`src/rtl/lcd_update_scheduler_if.sv`:
```
// Keyboard-side and display-side signals of the LCD update scheduler.
// The master modport is the scheduler; the slave modport is the keyboard decoder plus the display controller.
interface lcd_update_scheduler_if #(
    parameter int NCHARS = 11
);
    // New is a one-cycle valid strobe with no ready: Char is consumed in the cycle New=1.
    // Change is a one-cycle valid strobe; the display acknowledges by raising ShowBusy
    // some cycles later and lowering it when the redraw is complete.
    logic                  New;
    logic [6:0]            Char;
    logic                  ShowBusy;
    logic [7*NCHARS-1:0]   String;
    logic                  Change;
    logic                  CompleteOut;
    logic [3:0]            Length;
    logic                  Overflow;
    logic [1:0]            StateDbg;

    modport master (
        input  New, Char, ShowBusy,
        output String, Change, CompleteOut, Length, Overflow, StateDbg
    );

    modport slave (
        output New, Char, ShowBusy,
        input  String, Change, CompleteOut, Length, Overflow, StateDbg
    );
endinterface

```
`src/rtl/lcd_update_scheduler.sv`:
```
// Editable line buffer for keyboard input plus a scheduler that publishes snapshots
// to the LCD controller only when it is idle, coalescing edits made while it is busy.
module lcd_update_scheduler #(
    parameter int NCHARS         = 11,
    parameter int ACK_TIMEOUT    = 16,
    parameter int REFRESH_CYCLES = 1000000
) (
    input  logic                  Clock,
    input  logic                  Reset,
    lcd_update_scheduler_if.master bus
);
    localparam int SW = 7 * NCHARS;
    localparam int AW = (ACK_TIMEOUT > 1) ? $clog2(ACK_TIMEOUT) : 1;
    localparam int RW = (REFRESH_CYCLES > 1) ? $clog2(REFRESH_CYCLES) : 1;

    typedef enum logic [1:0] {
        S_IDLE     = 2'd0,
        S_WAIT_ACK = 2'd1,
        S_BUSY     = 2'd2
    } state_t;

    logic [6:0]    line_q [NCHARS];
    logic [6:0]    line_d [NCHARS];
    logic [3:0]    len_q, len_d;
    logic          complete_q, complete_d;
    logic          overflow_q, overflow_d;
    logic          dirty_q, dirty_d;
    logic          change_q, change_d;
    logic [SW-1:0] string_q, string_d;
    state_t        state_q, state_d;
    logic [AW-1:0] ack_q, ack_d;
    logic [RW-1:0] ref_q, ref_d;
    logic          edit;
    logic          is_print;

    assign is_print = (bus.Char >= 7'h20) && (bus.Char <= 7'h7E);

    // Line editing: only the working buffer changes here; the snapshot is taken on issue.
    always_comb begin
        for (int i = 0; i < NCHARS; i++) line_d[i] = line_q[i];
        len_d      = len_q;
        complete_d = complete_q;
        overflow_d = overflow_q;
        edit       = 1'b0;
        if (bus.New) begin
            if (bus.Char == 7'h1B) begin
                for (int i = 0; i < NCHARS; i++) line_d[i] = 7'h20;
                len_d      = 4'd0;
                complete_d = 1'b0;
                overflow_d = 1'b0;
                edit       = 1'b1;
            end else if (!complete_q) begin
                if (is_print) begin
                    if (len_q < 4'(NCHARS)) begin
                        for (int i = 0; i < NCHARS; i++)
                            if (4'(i) == len_q) line_d[i] = bus.Char;
                        len_d = len_q + 4'd1;
                        edit  = 1'b1;
                    end else begin
                        overflow_d = 1'b1;
                    end
                end else if (bus.Char == 7'h08) begin
                    if (len_q != 4'd0) begin
                        for (int i = 0; i < NCHARS; i++)
                            if (4'(i) == len_q - 4'd1) line_d[i] = 7'h20;
                        len_d = len_q - 4'd1;
                        edit  = 1'b1;
                    end
                end else if (bus.Char == 7'h0D) begin
                    complete_d = 1'b1;
                    edit       = 1'b1;
                end
            end
        end
    end

    // Scheduler: a lost ack re-marks the line dirty so the update is retried.
    always_comb begin
        state_d  = state_q;
        string_d = string_q;
        change_d = 1'b0;
        dirty_d  = dirty_q;
        ack_d    = ack_q;
        ref_d    = ref_q;
        case (state_q)
            S_IDLE: begin
                if (dirty_q && !bus.ShowBusy) begin
                    for (int i = 0; i < NCHARS; i++) string_d[7*i +: 7] = line_q[i];
                    change_d = 1'b1;
                    dirty_d  = 1'b0;
                    ack_d    = '0;
                    ref_d    = '0;
                    state_d  = S_WAIT_ACK;
                end else if (!dirty_q && (REFRESH_CYCLES > 0)) begin
                    if (ref_q == RW'(REFRESH_CYCLES - 1)) begin
                        dirty_d = 1'b1;
                        ref_d   = '0;
                    end else begin
                        ref_d = ref_q + RW'(1);
                    end
                end
            end
            S_WAIT_ACK: begin
                if (bus.ShowBusy) begin
                    state_d = S_BUSY;
                end else if (ack_q == AW'(ACK_TIMEOUT - 1)) begin
                    dirty_d = 1'b1;
                    state_d = S_IDLE;
                end else begin
                    ack_d = ack_q + AW'(1);
                end
            end
            S_BUSY: begin
                if (!bus.ShowBusy) state_d = S_IDLE;
            end
            default: state_d = S_IDLE;
        endcase
        if (edit) dirty_d = 1'b1;
    end

    always_ff @(posedge Clock) begin
        if (Reset) begin
            for (int i = 0; i < NCHARS; i++) line_q[i] <= 7'h20;
            len_q      <= 4'd0;
            complete_q <= 1'b0;
            overflow_q <= 1'b0;
            dirty_q    <= 1'b0;
            change_q   <= 1'b0;
            string_q   <= {NCHARS{7'h20}};
            state_q    <= S_IDLE;
            ack_q      <= '0;
            ref_q      <= '0;
        end else begin
            for (int i = 0; i < NCHARS; i++) line_q[i] <= line_d[i];
            len_q      <= len_d;
            complete_q <= complete_d;
            overflow_q <= overflow_d;
            dirty_q    <= dirty_d;
            change_q   <= change_d;
            string_q   <= string_d;
            state_q    <= state_d;
            ack_q      <= ack_d;
            ref_q      <= ref_d;
        end
    end

    assign bus.String      = string_q;
    assign bus.Change      = change_q;
    assign bus.CompleteOut = complete_q;
    assign bus.Length      = len_q;
    assign bus.Overflow    = overflow_q;
    assign bus.StateDbg    = state_q;
endmodule

```
`src/flat_wrapper.sv`:
```
// flat-port wrapper written by rule: the top's interface ports become plain ports
module lcd_update_scheduler_flat 
#(
    parameter int NCHARS         = 11,
    parameter int ACK_TIMEOUT    = 16,
    parameter int REFRESH_CYCLES = 1000000
)
  (Clock, Reset, bus_New, bus_Char, bus_ShowBusy, bus_String, bus_Change, bus_CompleteOut, bus_Length, bus_Overflow, bus_StateDbg);
  lcd_update_scheduler_if #(.NCHARS(NCHARS)) bus_i ();
  input  logic Clock;
  input  logic Reset;
  input wire logic [$bits(bus_i.New)-1:0] bus_New;
  input wire logic [$bits(bus_i.Char)-1:0] bus_Char;
  input wire logic [$bits(bus_i.ShowBusy)-1:0] bus_ShowBusy;
  output wire logic [$bits(bus_i.String)-1:0] bus_String;
  output wire logic [$bits(bus_i.Change)-1:0] bus_Change;
  output wire logic [$bits(bus_i.CompleteOut)-1:0] bus_CompleteOut;
  output wire logic [$bits(bus_i.Length)-1:0] bus_Length;
  output wire logic [$bits(bus_i.Overflow)-1:0] bus_Overflow;
  output wire logic [$bits(bus_i.StateDbg)-1:0] bus_StateDbg;
  assign bus_i.New = bus_New;
  assign bus_i.Char = bus_Char;
  assign bus_i.ShowBusy = bus_ShowBusy;
  assign bus_String = bus_i.String;
  assign bus_Change = bus_i.Change;
  assign bus_CompleteOut = bus_i.CompleteOut;
  assign bus_Length = bus_i.Length;
  assign bus_Overflow = bus_i.Overflow;
  assign bus_StateDbg = bus_i.StateDbg;
  lcd_update_scheduler #(.NCHARS(NCHARS), .ACK_TIMEOUT(ACK_TIMEOUT), .REFRESH_CYCLES(REFRESH_CYCLES)) u_core (.Clock(Clock), .Reset(Reset), .bus(bus_i));
endmodule
```
`config.mk`:
```
export PLATFORM = sky130hd
export DESIGN_NAME = lcd_update_scheduler_flat
export DESIGN_NICKNAME = d
export VERILOG_FILES = /design/src/rtl/lcd_update_scheduler_if.sv /design/src/rtl/lcd_update_scheduler.sv /design/src/flat_wrapper.sv
export SDC_FILE = /design/constraint.sdc
export NUM_CORES = 1
export LEC_CHECK = 0
export BUFFER_PORTS_ARGS = -buffer_cell sky130_fd_sc_hd__buf_4
export CORE_MARGIN = 4
export CORE_UTILIZATION = 45
export CTS_CLUSTER_SIZE = 40
export DETAILED_ROUTE_END_ITERATION = 8
export GPL_ROUTABILITY_DRIVEN = 0
export GPL_TIMING_DRIVEN = 1
export PLACE_DENSITY = 0.66
export SETUP_SLACK_MARGIN = 0.2
export SLEW_MARGIN = 10
export SYNTH_ARGS = -nofsm -noshare
export SYNTH_HDL_FRONTEND = slang
export SYNTH_SLANG_ARGS = --single-unit
export TNS_END_PERCENT = 30
```
`constraint.sdc`:
```
create_clock -name Clock -period 3.56 [get_ports Clock]
set_input_delay 0 -clock Clock [delete_from_list [all_inputs] [get_ports Clock]]
set_output_delay 0 -clock Clock [all_outputs]
set_load 0.005 [all_outputs]
```
==> implementation parameters, run 1 <==
Parameter                              Value

Finish
  Final std cell area, no fill ... 9364 um2
  Number of fill cells in the layout ... 1667
  Synthesis-to-layout area growth ... 19.21%
  Final cell count without fillers ... 1193
  Net count reported at finish ... 973
  Final core occ ... 0.5452
  Share of layout cells above drive strength 1 ... 0.1612
  Inserted Diodes ... 0

Synthesis
  Gate count after technology mapping ... 886
  Mean area per synthesized cell ... 8.866 um2
  Ranking of synthesized cells by area ... sky130_fd_sc_hd__dfxtp_1, sky130_fd_sc_hd__mux2i_1, sky130_fd_sc_hd__nand2_1
  Combinational family with the most area after synthesis ... simple AND/OR/NAND/NOR gates
  Simple-gate share of the synthesized area ... 0.2453
  Proportion of synthesized area in mux cells ... 0.09446
  Top cells by instance count after synthesis ... sky130_fd_sc_hd__dfxtp_1, sky130_fd_sc_hd__nand2_1, sky130_fd_sc_hd__a21oi_1, sky130_fd_sc_hd__mux2i_1, sky130_fd_sc_hd__nand2b_1
  Most used DFF post-synth ... sky130_fd_sc_hd__dfxtp_1
  Async S/R FF share, synth ... 0
  Register area share after synthesis ... 0.4791
  Ys Warns ... 0
  Synth Area in Compound Gates ... 0.1193
  Library cell with the largest summed area after synthesis ... sky130_fd_sc_hd__dfxtp_1
  Fraction of synthesized cell area in xor and xnor cells ... 0.01561
  Cell area after synthesis ... 7855 um2
  Number of flops mapped to enable cells by yosys ... 0
  Most used standard cell by instance count after synthesis ... sky130_fd_sc_hd__dfxtp_1
  Number of storage elements in the synthesis netlist ... 188
  Adder and majority gate portion of the synthesized area ... 0.01115
  Top cell type's share of synthesized area ... 0.4791
  Nets in the synthesized netlist ... 904
  Post-synth cell types ... 62

Placement
  Total placed cells including tap cells ... 1154
  Half-perimeter wire length after detailed placement ... 12.61 mm
  Worst setup slack after placement ... 0.8657 ns
  Cell area after placement ... 8688 um2
  Number of buffers inserted by port buffering ... 96

Setup path
  Type of the worst setup path ... reg2reg
  Master of the slowest instance on the critical path ... sky130_fd_sc_hd__a221oi_4
  Maximum single-stage delay on the critical path ... 0.57 ns
  Max Fanout on Critical Path ... 12
  Data arrival, critical path ... 3.11 ns
  Crit start category ... flip-flop
  Cells traversed along the worst timing path ... inv_1, ha_1, or3b_1, and3_1, nand3_1, a221oi_4, mux2i_1
  Crit path capture type ... flip-flop
  Req. time, crit path ... 3.91 ns

Run
  Number of maximum-capacitance constraint violations ... 0

Timing
  FMAX ... 0.3621 GHz
  WHS ... 0.03845 ns
  Final hold viol count ... 0
  Tcrit/Tclk final ... 0.7757
  Final number of setup-violating endpoints ... 0
  Min Clock Period, post-route ... 2.762 ns
  Slew at the pin closest to its max-slew limit ... 0.9215 ns
  Worst-case headroom to the max-slew limit ... 0.3857
  Setup repair after global routing missed its margin ... no
  Clk_skew ... 0.01174 ns
  Fin Setup TNS ... 0 ns
  Minimum setup slack in the final design ... 0.7984 ns
  Final-report max-slew violation count ... 0

Global routing
  First-pass GRT wire length ... 30.84 mm
  Global route total overflow ... 0
  Antenna violations before repair ... 0
  Overall global routing resource usage ... 0.1935
  Vias in the first global route ... 5956
  Pin count of the biggest net entering global routing ... 105

Clock network
  Root Buffer Master ... sky130_fd_sc_hd__clkbuf_16
  CTS H-Tree Depth ... 4
  Number of resized instances in the post-cts repair step ... 0
  Clock-pin slew of the registers on the worst-case setup and hold paths ... 0.07 ns
  Clock tree from TritonCTS ... built
  Number of buffers created by CTS ... 17
  Post-CTS Setup Bufs ... 0
  Buffer depth of the longest clock path ... 2
  Sinks on Clock Net ... 188
  Clock network latency to the later pin of the worst-skew pair ... 0.44 ns

Run status
  Run status ... completed

Floorplan
  Count of boundary I/O pins ... 97
  Number of placement rows ... 48
  Vertical die dimension ... 140.1 um
  Starting utilization of the core area ... 0.4573
  Die outline area ... 19630 um2
  Die Span X ... 140.1 um
  CORE AREA ... 17180 um2

Drt
  Antenna Violating Nets Remaining ... 0
  Final routed wirelength across all metal layers ... 18.87 mm
  Wire length per cell ... 15.82 um
  Pre-antenna DRT Iters ... 5
  Mean number of vias per cell ... 5.293
  Number of remaining DRC errors ... 0
  Initial drt markers ... 383
  Vias ... 6314

Power
  Maximum ir drop on the vdd rail ... 0.0003662 V
  Overall Power ... 4.570 mW
  Leakage ... 3.605 nW
  Ratio of total power to cell area ... 488.0 nW/um2

Min path
  Worst hold path class ... in2reg
critical path, delay by kind of cell, from the launching register on:
| family | cells | cell delay (ns) |
|---|---|---|
| flip-flops | 1 | 0.51 |
| multiplexers | 1 | 0.26 |
| adder cells (fa/ha/maj) | 1 | 0.34 |
| AND/OR/NAND/NOR | 3 | 0.84 |
| buffers and inverters | 1 | 0.15 |
| AO/OA/AOI/OAI | 1 | 0.57 |
layout make-up:
class | count | area (um2) | share of cell area
Multi-Input combinational cell | 628 | 3825 | 0.4085
Sequential cell | 188 | 3764 | 0.4019
Timing Repair Buffer | 112 | 858.3 | 0.09166
Clock buffer | 20 | 446.7 | 0.04770
Tap cell | 225 | 281.5 | 0.03006
Clock inverter | 12 | 158.9 | 0.01697
Inverter | 8 | 30.03 | 0.003207
registers in the layout, summed over array words and instances, names as in the netlist:
name,cells
u_core.bus.Change,1
u_core.dirty_q,1
u_core.bus.Overflow,1
u_core.bus.CompleteOut,1
u_core.bus.StateDbg,2
u_core.ack_q,4
u_core.bus.String,77
u_core.line_q,77
u_core.ref_q,20
u_core.bus.Length,4
metal layers:
metal / vias to the layer above / routed length (um) / global-route usage
met2: 164 / 8818 / 0.3122
met1: 2949 / 8707 / 0.2532
met3: 29 / 937 / 0.05053
li1: 3172 / - / -
met4: 0 / 411 / 0.06527
met5: - / 0 / 0
layout by cell type, fill, tap and decap left out, types with 3 or more instances in the layout:
cell,count
sky130_fd_sc_hd__nor3_1,12
sky130_fd_sc_hd__nand2_1,172
sky130_fd_sc_hd__nand3_1,15
sky130_fd_sc_hd__xnor2_1,6
sky130_fd_sc_hd__dlygate4sd3_1,7
sky130_fd_sc_hd__a31oi_1,9
sky130_fd_sc_hd__and3_1,3
sky130_fd_sc_hd__ha_1,7
sky130_fd_sc_hd__nor2_1,46
sky130_fd_sc_hd__xor2_1,8
sky130_fd_sc_hd__a221oi_1,3
sky130_fd_sc_hd__o21ai_0,8
sky130_fd_sc_hd__nand4_1,9
sky130_fd_sc_hd__inv_6,4
sky130_fd_sc_hd__mux2i_1,73
sky130_fd_sc_hd__o21ai_1,8
sky130_fd_sc_hd__bufinv_16,3
sky130_fd_sc_hd__a21oi_1,91
sky130_fd_sc_hd__inv_1,8
sky130_fd_sc_hd__nor3b_1,3
sky130_fd_sc_hd__nor4_1,4
sky130_fd_sc_hd__nand3b_1,18
sky130_fd_sc_hd__clkbuf_16,17
sky130_fd_sc_hd__nor2b_1,4
sky130_fd_sc_hd__a211oi_1,6
sky130_fd_sc_hd__or3_1,6
sky130_fd_sc_hd__nand2b_1,65
sky130_fd_sc_hd__buf_4,105
sky130_fd_sc_hd__dfxtp_1,188
sky130_fd_sc_hd__nor3_4,4
sky130_fd_sc_hd__a211o_1,3
kinds of logic after synthesis:
family,after synthesis
DFF,188
xor gates and xnor gates,14
buffers and inverters,70
and+or+nand+nor,381
adders and majority gates,7
muxes,74
AOI/OAI and AO/OA,152
path summary, 6_finish.rpt:
path	from	to	slack, ns	cells after the start
setup / recovery	u_core.bus.Length[1]	u_core.line_q[2][2]	0.80	7
hold / removal	bus_Char[6]	u_core.line_q[1][12]	0.04	3
setup reg to reg	u_core.bus.Length[1]	u_core.line_q[2][2]	0.80	7
hold reg to reg	u_core.bus.String[18]	u_core.bus.String[18]	0.45	2
report_power, final:
part	internal, mW	total (mW)	switching, mW
registers	2.16	2.20	0.0467
clock network	1.13	1.96	0.832
logic	0.158	0.402	0.244
total	3.45	4.57	1.12
what timing repair did:
item,4_1_cts,5_1_grt
endpoints found under the setup margin,0,0
hold buffers,7,0
endpoints found under the hold margin,24,0
Power figures use the tool's default switching activity.
==> run 2, diff against run 1 <==
Settings changed: ABC_AREA set to 1, PLACE_DENSITY 0.66 to 0.69.
Clock period 3.56 ns to 2.3 ns, I/O delays scaled along.
==> run 2 against run 1 <==
Net effect: clock skew down 0.0014 ns; cell area rose by 0.67%; first-iteration DRC count up 43%; sequential share of layout area shrank 0.23 points; die area shrank 1.3%; register-to-register slack lost 0.45 ns; area after synthesis down 1.4%; flip-flop and latch count stayed put; clock power increased by 54%; setup slack lost 0.45 ns; critical endpoint is now u_core.line_q[4][13].
==> implementation parameters, run 2 <==
Parameter                              Value

Power
  Overall Power ... 7.227 mW (+58%)
  Power Internal ... 5.362 mW (+56%)
  Maximum ir drop on the vdd rail ... 0.0006685 V (+83%)
  Part of the total power dissipated in sequential elements ... 0.475 (-0.007)
  Switching part of the total ... 0.2581 (+0.01226)
  Ratio of total power to cell area ... 766.7 nW/um2 (+57%)
  Switching power summed over all nets ... 1.865 mW (+66%)
  Share of power burned in combinational logic ... 0.108 (+0.020)
  Leakage ... 4.302 nW (+19%)
  Clock network fraction of design power ... 0.417 (-0.013)

Global routing
  Overall global routing resource usage ... 0.1981 (+0.004615)
  Antenna violations before repair ... 0 (unchanged)
  Met2 Usage GRT ... 0.3199 (+0.007636)
  First-pass GRT wire length ... 31.57 mm (+2.4%)
  Global route total overflow ... 0 (unchanged)
  Vias in the first global route ... 6234 (+4.7%)
  Grt met3 use ... 0.03966 (-0.01087)
  Pin count of the biggest net entering global routing ... 69 (-34%)
  Met1 GRT Util ... 0.2723 (+0.01911)
  Busiest metal layer after global routing ... met2

Setup path
  Data arrival, critical path ... 2.26 ns (-0.85 ns)
  Maximum single-stage delay on the critical path ... 0.58 ns (about the same)
  Crit start category ... flip-flop
  RR Startpoint ... u_core.bus.Length[3]
  R2R Setup Slk ... 0.35 ns (-0.45 ns)
  Crit path capture type ... flip-flop
  Register-to-Register Path Depth ... 10 (+3)
  Master of the slowest instance on the critical path ... sky130_fd_sc_hd__dfxtp_1
  Endpoint of the most critical register-to-register path ... u_core.line_q[4][13]
  Largest delay contributor family on the critical path ... simple AND/OR/NAND/NOR gates
  Cells traversed along the worst timing path ... inv_2, nor2_1, nand3_1, nand2_2, nor2_8, buf_12, nand2_2, nand2_1, nand2_1, nor2_1
  Type of the worst setup path ... reg2reg
  Max Fanout on Critical Path ... 13 (+1)
  Req. time, crit path ... 2.61 ns (-1.30 ns)
  CP bufs+invs ... 2 (+1)
  Startpoint of the most critical setup path ... u_core.bus.Length[3]

Drt
  Vias ... 6904 (+9.3%)
  Wire length per cell ... 14.10 um (-11%)
  Number of remaining DRC errors ... 0 (unchanged)
  Antenna Violating Nets Remaining ... 0 (unchanged)
  Initial drt markers ... 549 (+43%)
  Pre-antenna DRT Iters ... 5 (unchanged)
  Mean number of vias per cell ... 4.946 (-6.6%)
  Final routed wirelength across all metal layers ... 19.69 mm (+4.3%)

Timing
  Setup repair after global routing missed its margin ... no
  FMAX ... 0.5124 GHz (+42%)
  Clk_skew ... 0.01031 ns (-0.001429 ns)
  Slew at the pin closest to its max-slew limit ... 0.6405 ns (-0.2810 ns)
  Fin Setup TNS ... 0 ns (unchanged)
  Worst-case headroom to the max-slew limit ... 0.5730 (+0.1873)
  Final number of setup-violating endpoints ... 0 (unchanged)
  Final-report max-slew violation count ... 0 (unchanged)
  Final hold viol count ... 0 (unchanged)
  WHS ... 0.03415 ns (-0.004296 ns)
  Tcrit/Tclk final ... 0.8485 (+0.07277)
  Min Clock Period, post-route ... 1.952 ns (-0.8100 ns)

Synthesis
  Adder and majority gate portion of the synthesized area ... 0.01131 (+0.0001567)
  Post-synth cell types ... 34 (-45%)
  Nets in the synthesized netlist ... 1091 (+21%)
  Fraction of synthesized cell area in xor and xnor cells ... 0.004523 (-0.01109)
  Proportion of synthesized area in mux cells ... 0 (-0.09446)
  Register area share after synthesis ... 0.4859 (+0.006733)
  Async S/R FF share, synth ... 0 (unchanged)
  Gate count after technology mapping ... 1073 (+21%)
  Synth Area in Compound Gates ... 0.1082 (-0.01108)
  Cell area after synthesis ... 7746 um2 (-1.4%)
  Most used standard cell by instance count after synthesis ... sky130_fd_sc_hd__nand2_1
  Mean area per synthesized cell ... 7.219 um2 (-19%)
  Most used DFF post-synth ... sky130_fd_sc_hd__dfxtp_1
  Number of storage elements in the synthesis netlist ... 188 (unchanged)
  Simple-gate share of the synthesized area ... 0.3029 (+0.05756)
  Top cells by instance count after synthesis ... sky130_fd_sc_hd__nand2_1, sky130_fd_sc_hd__dfxtp_1, sky130_fd_sc_hd__nor2_1, sky130_fd_sc_hd__inv_1, sky130_fd_sc_hd__o21ai_0
  Top cell type's share of synthesized area ... 0.4859 (+0.006733)
  Number of flops mapped to enable cells by yosys ... 0 (unchanged)
  Combinational family with the most area after synthesis ... simple AND/OR/NAND/NOR gates
  Ranking of synthesized cells by area ... sky130_fd_sc_hd__dfxtp_1, sky130_fd_sc_hd__nand2_1, sky130_fd_sc_hd__nor2_1
  Ys Warns ... 0 (unchanged)
  Library cell with the largest summed area after synthesis ... sky130_fd_sc_hd__dfxtp_1

Finish
  Area of the multi-input gates ... 3397 um2 (-11%)
  Final core occ ... 0.5644 (+0.01927)
  Inserted Diodes ... 0 (unchanged)
  Number of fill cells in the layout ... 1602 (-3.9%)
  Register cell area after layout ... 3767 um2 (about the same)
  Synthesis-to-layout area growth ... 21.69%
  Final std cell area, no fill ... 9427 um2 (+0.67%)
  Share of layout cells above drive strength 1 ... 0.1692 (+0.008061)
  Most frequent cells in the layout ... sky130_fd_sc_hd__nand2_1, sky130_fd_sc_hd__dfxtp_1, sky130_fd_sc_hd__nor2_1
  Net count reported at finish ... 1181 (+21%)
  Most common library cell in the layout ignoring fill and taps ... sky130_fd_sc_hd__nand2_1

Placement
  Half-perimeter wire length after detailed placement ... 12.92 mm (+2.5%)
  Cell area after placement ... 8647 um2 (-0.48%)
  Number of buffers inserted by port buffering ... 96 (unchanged)

Floorplan
  Vertical die dimension ... 139.2 um (-0.66%)
  Die outline area ... 19380 um2 (-1.3%)
  Starting utilization of the core area ... 0.4638 (+0.006501)
  Number of placement rows ... 47 (-2.1%)
  Die Span X ... 139.2 um (-0.66%)
  CORE AREA ... 16700 um2 (-2.8%)
  Count of boundary I/O pins ... 97 (unchanged)

Clock network
  Sinks on Clock Net ... 188 (unchanged)
  Root Buffer Master ... sky130_fd_sc_hd__clkbuf_16
  CTS H-Tree Depth ... 4 (unchanged)
  Clock network latency to the later pin of the worst-skew pair ... 0.42 ns (-0.02 ns)
  Buffer depth of the longest clock path ... 2 (unchanged)
  Clock-pin slew of the registers on the worst-case setup and hold paths ... 0.07 ns (about the same)
  Clock tree from TritonCTS ... built
  Number of buffers created by CTS ... 17 (unchanged)

Min path
  Hold Crit Start ... bus_Char[6]
  Instance count along the most critical hold path ... 5 (+2)
  Sink of the worst hold path ... u_core.bus.Overflow
  Worst hold path class ... in2reg

Run
  Number of maximum-capacitance constraint violations ... 0 (unchanged)

Run status
  Run status ... completed
==> run 2: what timing repair did <==
item / in CTS / in global routing
endpoints found under the hold margin: 17 / 0
setup buffers: 0 / 2
endpoints found under the setup margin: 55 / 90
pin swaps: 0 / 3
gates resized for setup: 1 / 22
gates cloned: 0 / 3
hold buffers: 4 / 0
==> run 2: layout make-up <==
cell class / instances / area share
multi-input combinational: 726 / 0.3604
sequential: 188 / 0.3997
clock buffer: 21 / 0.05097
clock inverter: 11 / 0.01407
inverter: 110 / 0.04380
timing repair buffer: 120 / 0.1019
tap: 220 / 0.02920
==> run 2: logic make-up (layout without fill, tap and decap cells) <==
family	count (synthesis)	in the layout
simple gates	567	570
flops	188	188
compound gates	145	145
fa+ha+maj	7	7
buf+inv	162	262
xor+xnor	4	4
==> run 2: worst min-delay path: stages <==
cell	delay, ns
sky130_fd_sc_hd__buf_4	0.09
sky130_fd_sc_hd__nor2_1	0.05
sky130_fd_sc_hd__nand4_1	0.12
sky130_fd_sc_hd__nand2_1	0.07
sky130_fd_sc_hd__nor2_1	0.09
==> run 2: stage by stage <==
| step | cells | worst slack (ns) |
|---|---|---|
| finish | 1396 | 0.3485 |
| global route | 1396 | 0.1979 |
| global placement | 1355 | 0.1736 |
| CTS | 1391 | 0.07981 |
| floorplan | 1073 | 0.4163 |
| detailed placement | 1355 | 0.1007 |
==> run 2: worst max-delay path by stage <==
stage               cells past startpoint                   end
global route                           10  u_core.line_q[0][13]
global placement                       10   u_core.line_q[1][6]
finish                                 10  u_core.line_q[4][13]
floorplan                              11  u_core.bus.Length[3]
CTS                                    10   u_core.line_q[1][4]
detailed placement                     10   u_core.line_q[1][4]
==> run 2: power groups by stage <==
| stage | logic (mW) | registers [mW] | clock network (mW) |
|---|---|---|---|
| final | 0.777 | 3.43 | 3.02 |
| after global routing | 0.876 | 3.44 | 3.21 |
| after CTS | 0.738 | 3.43 | 3.07 |
| after detailed placement | 0.728 | 3.50 | 0 |
| after global placement | 0.716 | 3.50 | 0 |
| after floorplan | 0.521 | 3.48 | 0 |
==> run 2: routing by layer <==
layer / share of wire / wire length [um]
met3: 0.044 / 876
met4: 0.015 / 302
met2: 0.47 / 9330
met5: 0 / 0
met1: 0.47 / 9179
